**src/rtl/aurora_pkt_tester.sv**
```systemverilog
// Aurora AXI-stream traffic generator with a free-running loopback checker on the RX side.
// Define AURORA_PKT_TESTER_ERRINJ_EN to add the err_inj input (flips bit 0 of the next accepted TX beat).
module aurora_pkt_tester #(
    parameter int BYTES    = 16,
    parameter int PACK_LEN = 16,
    parameter int PACK_GAP = 0,
    parameter int PACK_NUM = 0
) (
    input  logic                 user_clk,
    input  logic                 reset_n,
    input  logic                 start,
    input  logic                 stop,
    input  logic                 channel_up,
`ifdef AURORA_PKT_TESTER_ERRINJ_EN
    input  logic                 err_inj,
`endif
    output logic [8*BYTES-1:0]   tx_tdata,
    output logic [BYTES-1:0]     tx_tkeep,
    output logic                 tx_tvalid,
    output logic                 tx_tlast,
    input  logic                 tx_tready,
    input  logic [8*BYTES-1:0]   rx_tdata,
    input  logic [BYTES-1:0]     rx_tkeep,
    input  logic                 rx_tvalid,
    input  logic                 rx_tlast,
    output logic                 busy,
    output logic                 done,
    output logic [31:0]          tx_cnt,
    output logic [31:0]          rx_cnt,
    output logic [15:0]          err_cnt
);
    typedef enum logic [1:0] {IDLE, SEND, GAP, FINISH} state_t;

    state_t      state_reg, state_next;
    logic [1:0]  rst_sync_reg;
    logic [31:0] pkt_idx_reg;
    logic [8:0]  beat_idx_reg;
    logic [7:0]  gap_cnt_reg;
    logic        stop_pend_reg;
    logic [31:0] tx_cnt_reg;
    logic [31:0] rx_cnt_reg;
    logic [15:0] err_cnt_reg;
    logic [7:0]  rx_pkt_idx_reg;
    logic [8:0]  rx_beat_idx_reg;
    logic        inj_bit;

    logic               start_ok, tx_fire, last_beat, pkt_done, run_over;
    logic [7:0]         tx_byte, rx_byte;
    logic [8*BYTES-1:0] tx_word, rx_word;
    logic               rx_exp_last, rx_err;

    // Start is only honoured once the synchronised reset release has propagated.
    assign start_ok  = start && channel_up && rst_sync_reg[1] && (state_reg == IDLE);
    assign tx_fire   = tx_tvalid && tx_tready;
    assign last_beat = (beat_idx_reg == 9'(PACK_LEN - 1));
    assign pkt_done  = tx_fire && last_beat;
    assign run_over  = stop || stop_pend_reg ||
                       ((PACK_NUM != 0) && (pkt_idx_reg + 32'd1 == 32'(PACK_NUM)));

    assign tx_byte     = pkt_idx_reg[7:0] + beat_idx_reg[7:0];
    assign rx_byte     = rx_pkt_idx_reg + rx_beat_idx_reg[7:0];
    assign rx_exp_last = (rx_beat_idx_reg == 9'(PACK_LEN - 1));

    for (genvar gi = 0; gi < BYTES; gi++) begin : g_lane
        assign tx_word[8*gi +: 8] = tx_byte;
        assign rx_word[8*gi +: 8] = rx_byte;
    end

    assign rx_err = (rx_tdata != rx_word) || (rx_tkeep != '1) || (rx_tlast != rx_exp_last);

    // TX outputs decode straight from the state register so reset clears them asynchronously.
    assign tx_tvalid = (state_reg == SEND);
    assign tx_tkeep  = {BYTES{tx_tvalid}};
    assign tx_tlast  = tx_tvalid && last_beat;
    assign tx_tdata  = tx_tvalid ? (tx_word ^ {{(8*BYTES-1){1'b0}}, inj_bit}) : '0;
    assign busy      = (state_reg != IDLE);
    assign done      = (state_reg == FINISH);
    assign tx_cnt    = tx_cnt_reg;
    assign rx_cnt    = rx_cnt_reg;
    assign err_cnt   = err_cnt_reg;

    always_ff @(posedge user_clk or negedge reset_n) begin
        if (!reset_n) begin
            state_reg <= IDLE;
        end else begin
            state_reg <= state_next;
        end
    end

    always_comb begin
        state_next = state_reg;
        case (state_reg)
            IDLE: begin
                if (start_ok) state_next = SEND;
            end
            SEND: begin
                if (!channel_up) begin
                    state_next = FINISH;
                end else if (pkt_done) begin
                    if (run_over)          state_next = FINISH;
                    else if (PACK_GAP > 0) state_next = GAP;
                    else                   state_next = SEND;
                end
            end
            GAP: begin
                if (!channel_up || stop || stop_pend_reg) state_next = FINISH;
                else if (gap_cnt_reg == 8'(PACK_GAP - 1)) state_next = SEND;
            end
            FINISH:  state_next = IDLE;
            default: state_next = IDLE;
        endcase
    end

    // Generator datapath.
    always_ff @(posedge user_clk or negedge reset_n) begin
        if (!reset_n) begin
            rst_sync_reg  <= 2'b00;
            pkt_idx_reg   <= '0;
            beat_idx_reg  <= '0;
            gap_cnt_reg   <= '0;
            stop_pend_reg <= 1'b0;
            tx_cnt_reg    <= '0;
        end else begin
            rst_sync_reg <= {rst_sync_reg[0], 1'b1};
            if (start_ok) begin
                pkt_idx_reg   <= '0;
                beat_idx_reg  <= '0;
                gap_cnt_reg   <= '0;
                stop_pend_reg <= 1'b0;
                tx_cnt_reg    <= '0;
            end else begin
                if (tx_fire) begin
                    if (last_beat) begin
                        beat_idx_reg <= '0;
                        pkt_idx_reg  <= pkt_idx_reg + 32'd1;
                        if (tx_cnt_reg != '1) tx_cnt_reg <= tx_cnt_reg + 32'd1;
                    end else begin
                        beat_idx_reg <= beat_idx_reg + 9'd1;
                    end
                end
                gap_cnt_reg <= (state_reg == GAP) ? gap_cnt_reg + 8'd1 : 8'd0;
                if (busy && stop)            stop_pend_reg <= 1'b1;
                else if (state_reg == IDLE)  stop_pend_reg <= 1'b0;
            end
        end
    end

`ifdef AURORA_PKT_TESTER_ERRINJ_EN
    logic inj_pend_reg;

    always_ff @(posedge user_clk or negedge reset_n) begin
        if (!reset_n)     inj_pend_reg <= 1'b0;
        else if (err_inj) inj_pend_reg <= 1'b1;
        else if (tx_fire) inj_pend_reg <= 1'b0;
    end
    assign inj_bit = inj_pend_reg;
`else
    assign inj_bit = 1'b0;
`endif

    // Checker: any tlast re-aligns to beat 0 of the next packet, whatever was expected.
    always_ff @(posedge user_clk or negedge reset_n) begin
        if (!reset_n) begin
            rx_pkt_idx_reg  <= '0;
            rx_beat_idx_reg <= '0;
            rx_cnt_reg      <= '0;
            err_cnt_reg     <= '0;
        end else if (start_ok) begin
            rx_pkt_idx_reg  <= '0;
            rx_beat_idx_reg <= '0;
            rx_cnt_reg      <= '0;
            err_cnt_reg     <= '0;
        end else begin
            if (rx_tvalid) begin
                if (rx_err && (err_cnt_reg != '1)) err_cnt_reg <= err_cnt_reg + 16'd1;
                if (rx_tlast) begin
                    rx_beat_idx_reg <= '0;
                    rx_pkt_idx_reg  <= rx_pkt_idx_reg + 8'd1;
                    if (rx_cnt_reg != '1) rx_cnt_reg <= rx_cnt_reg + 32'd1;
                end else begin
                    rx_beat_idx_reg <= rx_beat_idx_reg + 9'd1;
                end
            end
            if (!channel_up) rx_beat_idx_reg <= '0;
        end
    end
endmodule

```
**config.mk**
```make
export PLATFORM = sky130hd
export DESIGN_NAME = aurora_pkt_tester
export DESIGN_NICKNAME = d
export VERILOG_FILES = /design/src/rtl/aurora_pkt_tester.sv
export SDC_FILE = /design/constraint.sdc
export NUM_CORES = 1
export LEC_CHECK = 0
export CAP_MARGIN = 30
export CORE_AREA = 5 5 199 124
export CTS_CLUSTER_DIAMETER = 30
export DETAILED_ROUTE_END_ITERATION = 6
export DIE_AREA = 0 0 204 129
export PLACE_DENSITY = 0.77
export SLEW_MARGIN = 20
export SYNTH_ARGS = -nofsm -noshare
export SYNTH_HDL_FRONTEND = slang
export SYNTH_SLANG_ARGS = --single-unit
```
**constraint.sdc**
```tcl
create_clock -name user_clk -period 2.54 [get_ports user_clk]
set_input_delay 0.381 -clock user_clk [delete_from_list [all_inputs] [get_ports user_clk]]
set_output_delay 0.381 -clock user_clk [all_outputs]
set_load 0.1 [all_outputs]
```
Word-level counts from Yosys, hierarchy flattened
Cells that the tools add are included.
Widths: inputs -> output; s select.
{"block": "totals", "word_cells": 104, "inputBits": 152, "output_inout_bits": 228, "ff_bits": 151}
{"block": "classes", "n_eq_ne": 16, "add_sub_neg": 10, "muxes": 37, "reduce_logical": 30}
{"cell": "$mux 32", "n": 11}
{"cell": "$mux 128", "n": 1}
{"cell": "$ne 128x128->1", "n": 1}
{"cell": "$add 32x1->32 const B", "n": 3}
{"cell": "$ne 32x32->1 const B", "n": 2}
{"cell": "$mux 9", "n": 7}
{"cell": "$mux 16", "n": 3}
{"cell": "$mux 8", "n": 5}
{"cell": "$ne 16x16->1 const B", "n": 2}
{"cell": "$add 9x1->9 const B", "n": 2}
{"cell": "$eq 9x4->1 const B", "n": 2}
{"cell": "$add 16x1->16 const B", "n": 1}
{"cell": "$add 8x1->8 const B", "n": 2}
{"cell": "$add 8x8->8", "n": 2}
{"cell": "$reduce_bool 2->1", "n": 8}
{"cell": "$mux 2", "n": 6}
{"cell": "$reduce_and 3->1", "n": 3}
{"cell": "$eq 8x8->1 const B", "n": 1}
{"cell": "$logic_and 1x1->1", "n": 8}
{"cell": "$pmux 2 s4", "n": 1}
{"cell": "$reduce_and 2->1", "n": 3}
{"cell": "$logic_or 1x1->1", "n": 5}
{"cell": "$eq 2x2->1 const B", "n": 2}
{"cell": "$mux 1", "n": 3}
{"cell": "other kinds (9)", "n": 9}

Logic depth before layout (Yosys ltp)
{"block": "depth", "ltp_word": 8, "mapped_depth": 13, "mapped_depth_nobuf": 11}

Least setup slack after synthesis
No wires, ideal clock.
{"block": "synth_timing", "path_type": "reg2out", "start": "register pkt_idx_reg[1]", "end": "output tx_tdata[103]", "path_buffers": 1, "required_ns": 2.159, "arrival_ns": 3.900, "slack_ns": -1.741, "path_stages_with_launch": 11, "cell_sequence": "dfrtp_1 > ha_1 > a21o_1 > a21oi_1 > o21bai_1 > a21oi_1 > o21bai_1 > a21oi_1 > xnor2_1 > nor2_1 > buf_4"}
{"block": "synth_between", "elab_chain_len": 2}
{"element": "start: declaration", "line": "36", "source": "logic [31:0] pkt_idx_reg;"}
{"element": "start signal: assignment", "line": "135", "source": "pkt_idx_reg <= pkt_idx_reg + 32'd1;"}
{"element": "$add 8x8->8", "line": "60", "source": "assign tx_byte = pkt_idx_reg[7:0] + beat_idx_reg[7:0];"}
{"element": "$mux 128", "line": "75", "source": "assign tx_tdata = tx_tvalid ? (tx_word ^ {{(8*BYTES-1){1'b0}}, inj_bit}) : '0;"}
{"element": "end: declaration", "line": "17", "source": "output logic [8*BYTES-1:0] tx_tdata,"}
No other way between the ends.

Final worst setup path
{"block": "layout_timing", "start": "register beat_idx_reg[1]", "end": "output tx_tdata[15]"}
{"block": "layout_between", "elab_chain_len": 2}
{"element": "start: declaration", "line": "37", "source": "logic [8:0] beat_idx_reg;"}
{"element": "start signal: assignment", "line": "138", "source": "beat_idx_reg <= beat_idx_reg + 9'd1;"}
{"element": "$add 8x8->8", "line": "60"}
{"element": "$mux 128", "line": "75"}
No other way between the ends.

==> results.cfg <==
[placement]
gp_congestion = 0.8970
port_buffers = 379
dp_hpwl_um = 24060
dp_cells = 1645

[setup_path]
reg2reg_to = err_cnt[10]
critPathMaxStageDelay_ns = 0.40
reg2reg_slack_ns = -0.39
critPathCaptureType = output pin
r2r-start = rx_beat_idx_reg[0]
reg2reg_depth = 13
worstSetupPathType = flip-flop to output pin
cp-start-kind = flip-flop
crit_required_ns = 2.16
worst_ep_arrival_time_ns = 2.83
cp_slowest_cell = dfrtp_1
crit_chain = buf_6, ha_4, a21o_1, a21oi_2, o21bai_1, a21oi_2, o21bai_1, a21oi_1, xnor2_1, nor2_4, buf_12, buf_16, buf_16
cp_max_fo = 5

[synth]
synth_seq_cells = 127
synth-edff-count = 0
yosys_warnings = 0
synth-async-reset-ratio_pct = 100.0
ys.flop_type = dfrtp_1
syn_area_um2 = 8700
yosysSeqAreaShare_pct = 36.53
postSynthCellCount = 1028
avgSynthCellArea_um2 = 8.463
yosys.cell_types.count = 57
synth_fp_nets = 1204

[floorplanning]
die_height_um = 129
die_x_um = 204
die_area_um2 = 26320
start_util_pct = 38.41
io_pins = 380
fp-row-count = 43
coreArea_um2 = 22650

[run_status]
violations = negative setup slack
status = complete, but fails checks

[global_route]
grt_pass1_wl_um = 49710
grt_pass1_vias = 8981
grt_max_degree = 53
track_usage_pct = 23.49
antenna_found_initial = 0
grt_overflow = 0

[pwr]
intPower_w = 0.007045
share_comb_of_total_power_pct = 65.3
ir_drop_uv = 665.3
p_leak_nw = 6.575
totalPowerFinal_w = 0.01465
p_seq_share_pct = 16.7
pwr-share-clk_pct = 18.0
p_sw_share_pct = 51.90
powerDensity_nw_per_um2 = 926.4
power.switching_w = 0.007601

[detailed_routing]
ant_nets = 0
drt_first_pass_iters = 4
drt_iter0_drc = 515
routed_via_density = 5.206
vias = 8903
wirelength_um = 32250
wl_per_cell_um = 18.86
drc = 0

[timing]
slew_headroom_pct = 60.43
fin_crit_sh_pct = 126.4
rsz0062_at_grt = true
hold_violations = 0
setup_ws_ns = -0.6709
worst_pin_slew_ns = 0.5936
setup_viol_count_final = 104
fin_skew_ns = 0.01765
fmaxAchievable_ghz = 0.3114
finalCriticalPeriod_ns = 3.211
drv_slew = 0

[cts]
cts.sinks = 127
clkTransAtPathRegs_ns = 0.06
clk_path_buf_depth = 2
cts_tree = built
cts_buffers = 17
htree_levels = 4
clk_latency_ns = 0.42
cts_root_buffer = clkbuf_16

[run]
max_cap_violations = 0

[cells_and_area]
antenna_cells = 0
drive_gt1_share_pct = 37.78
area_delta_synth_final_pct = 81.72
finalNetCount = 1558
fillers = 1605
fin_cells = 1710

[worst_hold_path]
min-delay-start = rst_sync_reg[0]
hp-class = flip-flop to flip-flop
hold_path_end = rst_sync_reg[1]
hold_path_depth = 0
[placed cells by master (no fill, tap or decap), types with 15 or more instances in the layout]
master,count
buf_16,34
nor2_1,104
and3_1,19
xnor2_1,29
dfrtp_1,68
clkdlybuf4s50_1,150
or3_1,26
o21ai_0,31
nand4_1,53
xor2_1,47
buf_12,134
buf_4,163
nor4_1,33
a21oi_1,30
dfrtp_4,18
ha_1,16
clkbuf_16,18
dfrtp_2,41
nand3_1,57
nor3_1,20
and4_1,15
nand2_1,87
inv_1,16
[critical path, delay by kind of cell (launching register included)]
family	cells	cell delay, ns
xor+xnor	1	0.13
simple gates	1	0.14
buf+inv	4	0.57
compound gates	6	0.96
flops	1	0.40
fa+ha+maj	1	0.20
[stage by stage]
step / TNS [ns] / instance area [um^2] / util, % / hold WS, ns / setup WS [ns]
after CTS: -36.75 / 15620 / 68.94 / 0.3689 / -0.5618
after floorplan: -40.68 / 9253 / - / 0.08541 / -0.5703
after global placement: -20.06 / 14090 / 62.21 / 0.3358 / -0.6347
after detailed placement: -23.03 / 14090 / 62.21 / 0.3543 / -0.6421
final: -41.92 / 15810 / 69.80 / 0.3598 / -0.6709
after global routing: -53.25 / 15810 / 69.80 / 0.3638 / -0.8117
[power groups by stage]
stage	logic (W)	clock network [W]	registers, W
6_report	0.00957	0.00264	0.00244
5_1_grt	0.00982	0.00278	0.00247
4_1_cts	0.00950	0.00267	0.00242
3_5_place_dp	0.00910	0	0.00245
3_3_place_gp	0.00902	0	0.00244
2_1_floorplan	0.00562	0	0.00308
[worst max path at each step]
stage	endpoint	start	slack [ns]
final	tx_tdata[15]	beat_idx_reg[1]	-0.67
after global routing	tx_tdata[15]	pkt_idx_reg[1]	-0.81
after CTS	tx_tdata[15]	pkt_idx_reg[1]	-0.56
after detailed placement	err_cnt[10]	rx_tdata[65]	-0.64
after global placement	err_cnt[10]	rx_tdata[65]	-0.63
after floorplan	tx_tdata[103]	pkt_idx_reg[1]	-0.57
[logic make-up (layout without fill, tap and decap cells)]
| group | after synthesis | after routing | synth area share, % |
|---|---|---|---|
| and+or+nand+nor | 487 | 487 | 28.82 |
| buffers and inverters | 181 | 548 | 13.79 |
| DFF | 127 | 127 | 36.53 |
| AOI/OAI and AO/OA | 123 | 123 | 8.558 |
| xor gates and xnor gates | 80 | 80 | 8.054 |
| adders and majority gates | 24 | 24 | 3.624 |
| muxes | 5 | 5 | 0.5753 |
| other | 1 | 1 | 0.04311 |
[area by class of cell]
cell class	count	area (um^2)	area share, %
sequential	127	3297	20.85
clock inverter	14	196.4	1.243
multi-input combinational	720	4863	30.76
inverter	19	78.83	0.4986
clock buffer	18	439.2	2.778
tap	315	394.1	2.493
timing repair buffer	497	6540	41.37
[synth_stat cells, types with 10 or more instances]
cell type / instances / area (um^2)
inv_1: 19 / 71.32
nor4_1: 40 / 250.2
nor3_1: 23 / 115.1
xor2_1: 47 / 411.6
and2_1: 11 / 68.82
xnor2_1: 33 / 289.0
nand2b_1: 10 / 62.56
ha_1: 22 / 275.3
nand3_1: 59 / 295.3
nor2_1: 117 / 439.2
nand4_1: 53 / 331.6
clkbuf_1: 21 / 78.83
dfrtp_1: 127 / 3178
o21ai_0: 36 / 180.2
or3_1: 28 / 175.2
a21oi_1: 44 / 220.2
buf_4: 136 / 1021
nand2_1: 89 / 334.1
and4_1: 16 / 140.1
and3_1: 20 / 125.1
[metal layers]
metal	share of wire, %	track usage, %
met4	1.5	5.315
met5	0	0
met3	7.8	7.053
met1	42	30.48
met2	49	39.22
[timing repair]
action	in CTS	in global routing
hold endpoints to repair	40	0
pin swaps	37	33
cloned	8	0
hold buffers	1	0
buffers inserted	26	15
endpoints found under the setup margin	143	185
resized for setup	78	49
Note: power is estimated with default switching activity, not from simulation.
